**src/rtl/hyperbus_w_packer.sv**
```systemverilog
// -----------------------------------------------------------------------------
// hyperbus_w_packer
//
// Write-path packer between the AXI slave W channel and the PHY-side TX CDC
// FIFO. Repacks AXI W beats (narrow or wide, aligned or unaligned) into PHY
// words of 16*NumPhys bits with an active-high per-byte enable and a last
// flag. Narrow beats that share one PHY word are merged before it is sent.
//
// Optional feature (compile-time macro HYPERBUS_W_LAST_CHECK_EN):
//   defined     -> err_o flags a W beat whose axi_last_i disagrees with the
//                  burst length; sticky until the next accepted write AW.
//   not defined -> err_o is tied low and axi_last_i is ignored.
//
// Ports:
//   clk_i, rst_ni          clock, asynchronous active-low reset
//   trans_handshake        AW accepted this cycle (qualified by is_a_write)
//   start_addr/size/len    AW byte offset in the AXI word, log2 beat bytes, len
//   axi_valid_i/ready_o    W handshake; axi_data_i/strb_i/last_i W payload
//   phy_valid_o/ready_i    PHY word handshake
//   phy_data_o/strb_o      PHY word and byte enables; phy_last_o final word
//   err_o                  W last mismatch (see macro above)
// -----------------------------------------------------------------------------
module hyperbus_w_packer #(
  parameter int unsigned AxiDataWidth  = 64,
  parameter int unsigned NumPhys       = 2,
  parameter int unsigned BurstLenWidth = 8,
  parameter int unsigned CntWidth      = 16,
  parameter int unsigned AddrWidth     = $clog2(AxiDataWidth / 8)
) (
  input  logic                      clk_i,
  input  logic                      rst_ni,
  input  logic                      trans_handshake,
  input  logic                      is_a_write,
  input  logic [AddrWidth-1:0]      start_addr,
  input  logic [2:0]                size,
  input  logic [BurstLenWidth-1:0]  burst_len,
  input  logic                      axi_valid_i,
  output logic                      axi_ready_o,
  input  logic [AxiDataWidth-1:0]   axi_data_i,
  input  logic [AxiDataWidth/8-1:0] axi_strb_i,
  input  logic                      axi_last_i,
  output logic                      phy_valid_o,
  input  logic                      phy_ready_i,
  output logic [16*NumPhys-1:0]     phy_data_o,
  output logic [2*NumPhys-1:0]      phy_strb_o,
  output logic                      phy_last_o,
  output logic                      err_o
);

  localparam int unsigned AxiBytes = AxiDataWidth / 8;
  localparam int unsigned PhyBytes = 2 * NumPhys;
  localparam int unsigned PhyWidth = 16 * NumPhys;
  localparam int unsigned PhyAddrW = $clog2(PhyBytes);

  typedef enum logic [1:0] {Idle, Load, Send} state_e;

  state_e                   state_q, state_d;
  logic [CntWidth-1:0]      byte_addr_q;
  logic [2:0]               size_q;
  logic [BurstLenWidth-1:0] beat_cnt_q;
  logic [AxiDataWidth-1:0]  beat_data_q;
  logic [AxiBytes-1:0]      beat_strb_q;
  logic [PhyWidth-1:0]      acc_data_q;
  logic [PhyBytes-1:0]      acc_strb_q;

  logic                     aw_write;
  logic [CntWidth-1:0]      size_mask, win_rem, word_rem, step;
  logic [PhyAddrW-1:0]      lane_off;
  logic [AddrWidth-1:0]     lane_base;
  logic [PhyBytes-1:0]      lane_en, merged_strb;
  logic [PhyWidth-1:0]      merged_data;
  logic                     final_beat, win_done, word_done, is_last, send_word;

  assign aw_write = trans_handshake && is_a_write;

  // Window / word decode for the current byte_addr. win_rem is the number of
  // bytes left in the beat window, word_rem the bytes left up to the next PHY
  // word boundary; comparing the two decides completion and window exhaustion.
  always_comb begin
    // NOTE: every variable driven here gets a value before any branch or loop,
    // so no latch can be inferred.
    lane_en     = '0;
    merged_data = '0;
    size_mask   = (CntWidth'(1) << size_q) - CntWidth'(1);
    win_rem     = size_mask - (byte_addr_q & size_mask) + CntWidth'(1);
    lane_off    = byte_addr_q[PhyAddrW-1:0];
    word_rem    = CntWidth'(PhyBytes) - CntWidth'(lane_off);
    // Only the low AddrWidth bits of the wrapping counter select AXI lanes.
    lane_base   = byte_addr_q[AddrWidth-1:0] & ~AddrWidth'(PhyBytes - 1);
    final_beat  = (beat_cnt_q == '0);
    win_done    = (win_rem <= word_rem);
    word_done   = (win_rem >= word_rem) || final_beat;
    is_last     = final_beat && win_done;
    step        = win_done ? win_rem : word_rem;
    for (int i = 0; i < int'(PhyBytes); i++) begin
      lane_en[i] = (i >= int'(lane_off)) && ((i - int'(lane_off)) < int'(win_rem))
                   && beat_strb_q[int'(lane_base) + i];
      merged_data[i*8 +: 8] = lane_en[i] ? beat_data_q[(int'(lane_base) + i)*8 +: 8]
                                         : acc_data_q[i*8 +: 8];
    end
    merged_strb = acc_strb_q | lane_en;
  end

  assign send_word = (state_q == Send) && word_done;

  // State register.
  always_ff @(posedge clk_i or negedge rst_ni) begin
    // NOTE: clocked state is written with non-blocking assignments only, so
    // every flop samples pre-edge values regardless of block ordering.
    if (!rst_ni) state_q <= Idle;
    else         state_q <= state_d;
  end

  // Next-state logic. AW handshakes outside Idle are ignored.
  always_comb begin
    state_d = state_q;
    unique case (state_q)
      Idle: if (aw_write) state_d = Load;
      Load: if (axi_valid_i) state_d = Send;
      Send: begin
        // Leave Send once the window is used up: either a partial word was
        // merged (never the final beat) or the last word of the window went out.
        if (!word_done || (phy_ready_i && win_done)) state_d = final_beat ? Idle : Load;
      end
      default: state_d = Idle;
    endcase
  end

  // Outputs. Everything is derived from registers, so a stalled word holds.
  always_comb begin
    axi_ready_o = (state_q == Load);
    phy_valid_o = send_word;
    phy_data_o  = send_word ? merged_data : '0;
    phy_strb_o  = send_word ? merged_strb : '0;
    phy_last_o  = send_word && is_last;
  end

  // Datapath registers.
  always_ff @(posedge clk_i or negedge rst_ni) begin
    if (!rst_ni) begin
      // NOTE: the beat buffer and accumulator are reset as well, so a burst
      // aborted by reset can never leak stale bytes into the next one.
      byte_addr_q <= '0;
      size_q      <= '0;
      beat_cnt_q  <= '0;
      beat_data_q <= '0;
      beat_strb_q <= '0;
      acc_data_q  <= '0;
      acc_strb_q  <= '0;
    end else begin
      unique case (state_q)
        Idle: if (aw_write) begin
          byte_addr_q <= CntWidth'(start_addr);
          size_q      <= size;
          beat_cnt_q  <= burst_len;
          acc_data_q  <= '0;
          acc_strb_q  <= '0;
        end
        Load: if (axi_valid_i) begin
          beat_data_q <= axi_data_i;
          beat_strb_q <= axi_strb_i;
        end
        Send: begin
          if (!word_done) begin
            // Narrow beat inside a word: merge and fetch the next beat.
            acc_data_q  <= merged_data;
            acc_strb_q  <= merged_strb;
            byte_addr_q <= byte_addr_q + win_rem;
            beat_cnt_q  <= beat_cnt_q - BurstLenWidth'(1);
          end else if (phy_ready_i) begin
            acc_data_q  <= '0;
            acc_strb_q  <= '0;
            byte_addr_q <= byte_addr_q + step;
            if (win_done && !final_beat) beat_cnt_q <= beat_cnt_q - BurstLenWidth'(1);
          end
        end
        default: ;
      endcase
    end
  end

`ifdef HYPERBUS_W_LAST_CHECK_EN
  logic err_q;

  always_ff @(posedge clk_i or negedge rst_ni) begin
    if (!rst_ni) begin
      err_q <= 1'b0;
    end else if (state_q == Idle && aw_write) begin
      err_q <= 1'b0;
    end else if (state_q == Load && axi_valid_i && (axi_last_i != final_beat)) begin
      err_q <= 1'b1;
    end
  end

  assign err_o = err_q;
`else
  logic unused_last;
  assign unused_last = axi_last_i;
  assign err_o       = 1'b0;
`endif

endmodule

```
**config.mk**
```make
export PLATFORM = sky130hd
export DESIGN_NAME = hyperbus_w_packer
export DESIGN_NICKNAME = d
export VERILOG_FILES = /design/src/rtl/hyperbus_w_packer.sv
export SDC_FILE = /design/constraint.sdc
export NUM_CORES = 1
export LEC_CHECK = 0
export BUFFER_PORTS_ARGS = -buffer_cell sky130_fd_sc_hd__buf_2
export CAP_MARGIN = 20
export CELL_PAD_IN_SITES_DETAIL_PLACEMENT = 2
export CELL_PAD_IN_SITES_GLOBAL_PLACEMENT = 2
export CORE_MARGIN = 2
export CORE_UTILIZATION = 40
export CTS_CLUSTER_DIAMETER = 60
export DETAILED_ROUTE_END_ITERATION = 10
export HOLD_SLACK_MARGIN = 0.03
export MAX_ROUTING_LAYER = met4
export PLACE_DENSITY_LB_ADDON = 0.1
export SYNTH_ARGS = -nofsm -noshare
export SYNTH_HDL_FRONTEND = slang
export SYNTH_SLANG_ARGS = --single-unit
```
**constraint.sdc**
```tcl
create_clock -name clk_i -period 9.5 [get_ports clk_i]
set_clock_uncertainty 0.15 [all_clocks]
set_input_delay 0.95 -clock clk_i [delete_from_list [all_inputs] [get_ports clk_i]]
set_output_delay 0.95 -clock clk_i [all_outputs]
set_load 0.03 [all_outputs]
```
==> flow_summary_export.csv <==
group,metric,value,unit
outcome,outcome,"finished, final reports clean",
yosys,synthXorXnorAreaFrac,0.0253,
floorplan,start_util,0.410,
timing,slew_headroom,0.326,
drt,vias_per_cell,5.55,
setup_path,startpoint,"size_q[2]",
drt,drc,0,
yosys,synth_edf_count,0,
global_routing,antenna_found_initial,2,
setup_path,required,8.40,ns
yosys,synth-simple-area-share,0.111,
setup_path,cp-end-kind,"output pin",
run,maxCapViolCount,0,
timing,drv_slew,0,
global_routing,grt_pass1_wl,44900,µm
floorplan,die_area,23700,µm²
yosys,ys_ff_latch,137,
clocking,htree_levels,4,
placed_design,numPortBuffers,130,
setup_path,r2r_end,"byte_addr_q[15]",
timing,rsz0062_at_grt,"false",
yosys,ys_seq_area_frac,0.381,
setup_path,ff2ff_path_depth,26,
min_path,holdCritStartpoint,"acc_strb_q[1]",
timing,fin_crit,7.69,ns
setup_path,r2r_slack,1.87,ns
global_routing,grt_use_total,0.246,
yosys,avgSynthCellArea,10.3,µm²
drt,antenna_left,0,
final_layout,nets,1188,
drt,drt_iter0_drc,176,
yosys,postSynth.asyncResetShare,1.00,
timing,timing.fmax,130,MHz
yosys,synth_cells,871,
setup_path,path_max_fanout,19,
clocking,clock_latency,0.43,ns
drt,vias,7263,
yosys,synth_warnings,0,
floorplan,fp.dieW,154,µm
global_routing,grt_overflow,0,
timing,tns,0,ns
clocking,clk_path_buf_depth,2,
drt,wl,27600,µm
clocking,cts_resized,0,
clocking,post_cts_buffers,0,
yosys,synth_area,9000,µm²
setup_path,cp-start-kind,"flip-flop",
clocking,cts_num_sinks,137,
final_layout,drive_gt1_frac,0.274,
drt,wl_per_cell,21.1,µm
yosys,synthFlopType,"dfrtp_1",
global_routing,grt_max_degree,84,
clocking,root_buffer,"clkbuf_16",
clocking,cts_tree,"done",
clocking,cts_made_buffers,17,
drt,drtPass1Iterations,4,
yosys,synth.area.mux_share,0.158,
timing,period_share,0.809,
yosys,synth_compound_area_frac,0.173,
floorplan,placementRows,54,
timing,hold_viol,0,
clocking,hold_buffers,0,
timing,setup-violations-final,0,
placed_design,dp.final_hpwl,19300,µm
floorplan,die_h,154,µm
global_routing,grt_pass1_vias,8313,
min_path,hold_class,"reg -> reg",
setup_path,crit_type,"reg -> out",
floorplan,io_pins,133,
placed_design,gp_congestion,0.852,
yosys,synth_top_family_by_area,"compound AO/OA/AOI/OAI gates",
final_layout,area_growth,17.8,%
timing,worst_slew_pin_slew,1.00,ns
setup_path,r2r-start,"size_q[2]",
yosys,synth_cell_types,72,
setup_path,crit_end,"phy_data_o[18]",
floorplan,core,22000,µm²
setup_path,crit_arrival,6.59,ns
yosys,synthAdderAreaFrac,0.116,
clocking,clkSlewWorstSetupHoldPaths,0.07,ns
## metal layers
metal	vias to the layer above	global-route usage	wire (µm)
li1	3455	-	-
met4	0	0.0579	388
met2	104	0.430	14300
met1	3678	0.297	12100
met3	26	0.0434	806
met5	-	-	0
## cell type report
type / instances / area, µm²
fillers: 2273 / 11400
inverters: 41 / 154
flip-flops and latches: 137 / 3430
clock inverters: 14 / 158
repair buffers: 138 / 717
multi-input cells: 678 / 5350
well taps: 280 / 350
clock buffers: 18 / 439
diodes: 2 / 5.00
## logic make-up after synthesis
family          count (synthesis)
compound gates                218
buf+inv                        78
mux                           129
flops                         137
simple gates                  199
xor+xnor                       26
fa+ha+maj                      82
other cells                     2
## layout by cell type, fill, tap and decap left out, types with 9 or more instances in the layout
| cell | count |
|---|---|
| mux2_2 | 92 |
| nor3_1 | 17 |
| conb_1 | 24 |
| xnor2_1 | 18 |
| a211oi_1 | 22 |
| o21a_1 | 10 |
| nand4_1 | 9 |
| inv_1 | 41 |
| dfrtp_1 | 136 |
| ha_1 | 80 |
| a21oi_1 | 44 |
| nor2_1 | 68 |
| buf_2 | 129 |
| a22o_1 | 28 |
| nand2_1 | 39 |
| o21ai_0 | 20 |
| mux2i_1 | 36 |
| nand2b_1 | 13 |
| a21o_1 | 25 |
| clkbuf_16 | 17 |
| o2bb2ai_1 | 11 |
## cells in the mapped netlist, types with 9 or more instances
cell type,number,area share
inv_1,41,0.017
a211oi_1,22,0.018
o2bb2ai_1,11,0.011
mux2_2,92,0.12
nand4_1,9,0.0063
mux2i_1,36,0.040
xnor2_1,18,0.018
ha_1,80,0.11
nand2b_1,13,0.0090
o21ai_0,20,0.011
nand2_1,40,0.017
clkbuf_1,23,0.0096
nor3_1,17,0.0095
dfrtp_1,137,0.38
a21oi_1,44,0.024
nor2_1,69,0.029
a21o_1,25,0.021
o21a_1,10,0.0083
a22o_1,28,0.027
## sequential cells by signal, indices dropped and copies added (netlist names)
signal and flops:
size_q 3, acc_strb_q 4, beat_cnt_q 8, acc_data_q 32
beat_strb_q 8, state_q 2, byte_addr_q 16, beat_data_q 64
## how the worst min path moves through the flow
stage	to	slack, ns	cells after the start
6_report	acc_strb_q[1]	0.34	1
5_1_grt	acc_strb_q[1]	0.36	1
4_1_cts	acc_strb_q[1]	0.34	1
3_5_place_dp	acc_strb_q[1]	0.33	1
3_3_place_gp	acc_strb_q[1]	0.31	1
2_1_floorplan	byte_addr_q[15]	0.29	1
## metrics by stage
step,instance area (µm²),std cells,hold slack [ns],util,worst slack (ns)
finish,10600,1308,0.341,0.483,1.81
global placement,10000,1274,0.308,0.455,2.04
detailed placement,10000,1274,0.326,0.455,1.91
CTS,10600,1306,0.340,0.483,1.78
global route,10600,1308,0.364,0.483,1.30
floorplan,9080,893,0.292,-,2.70
## critical path, cell delays in order, from the launching register on
cell      delay (ns)
dfrtp_1         0.50
or3_1           0.47
ha_1            0.28
nor2_1          0.17
mux2i_1         0.09
or2_2           0.28
a21o_1          0.21
ha_1            0.36
nand2_1         0.13
nor4_1          0.39
nor3_1          0.16
xnor2_1         0.45
inv_1           0.21
ha_1            0.25
a211o_1         0.27
a211o_1         0.27
a31oi_1         0.19
ha_1            0.27
nor2b_1         0.26
buf_4           0.30
nor2_1          0.06
a211oi_1        0.31
buf_2           0.26
Power is left out: the tool's default activity adds up to more than one toggle a clock period on the data nets, which glitch-free logic cannot reach.
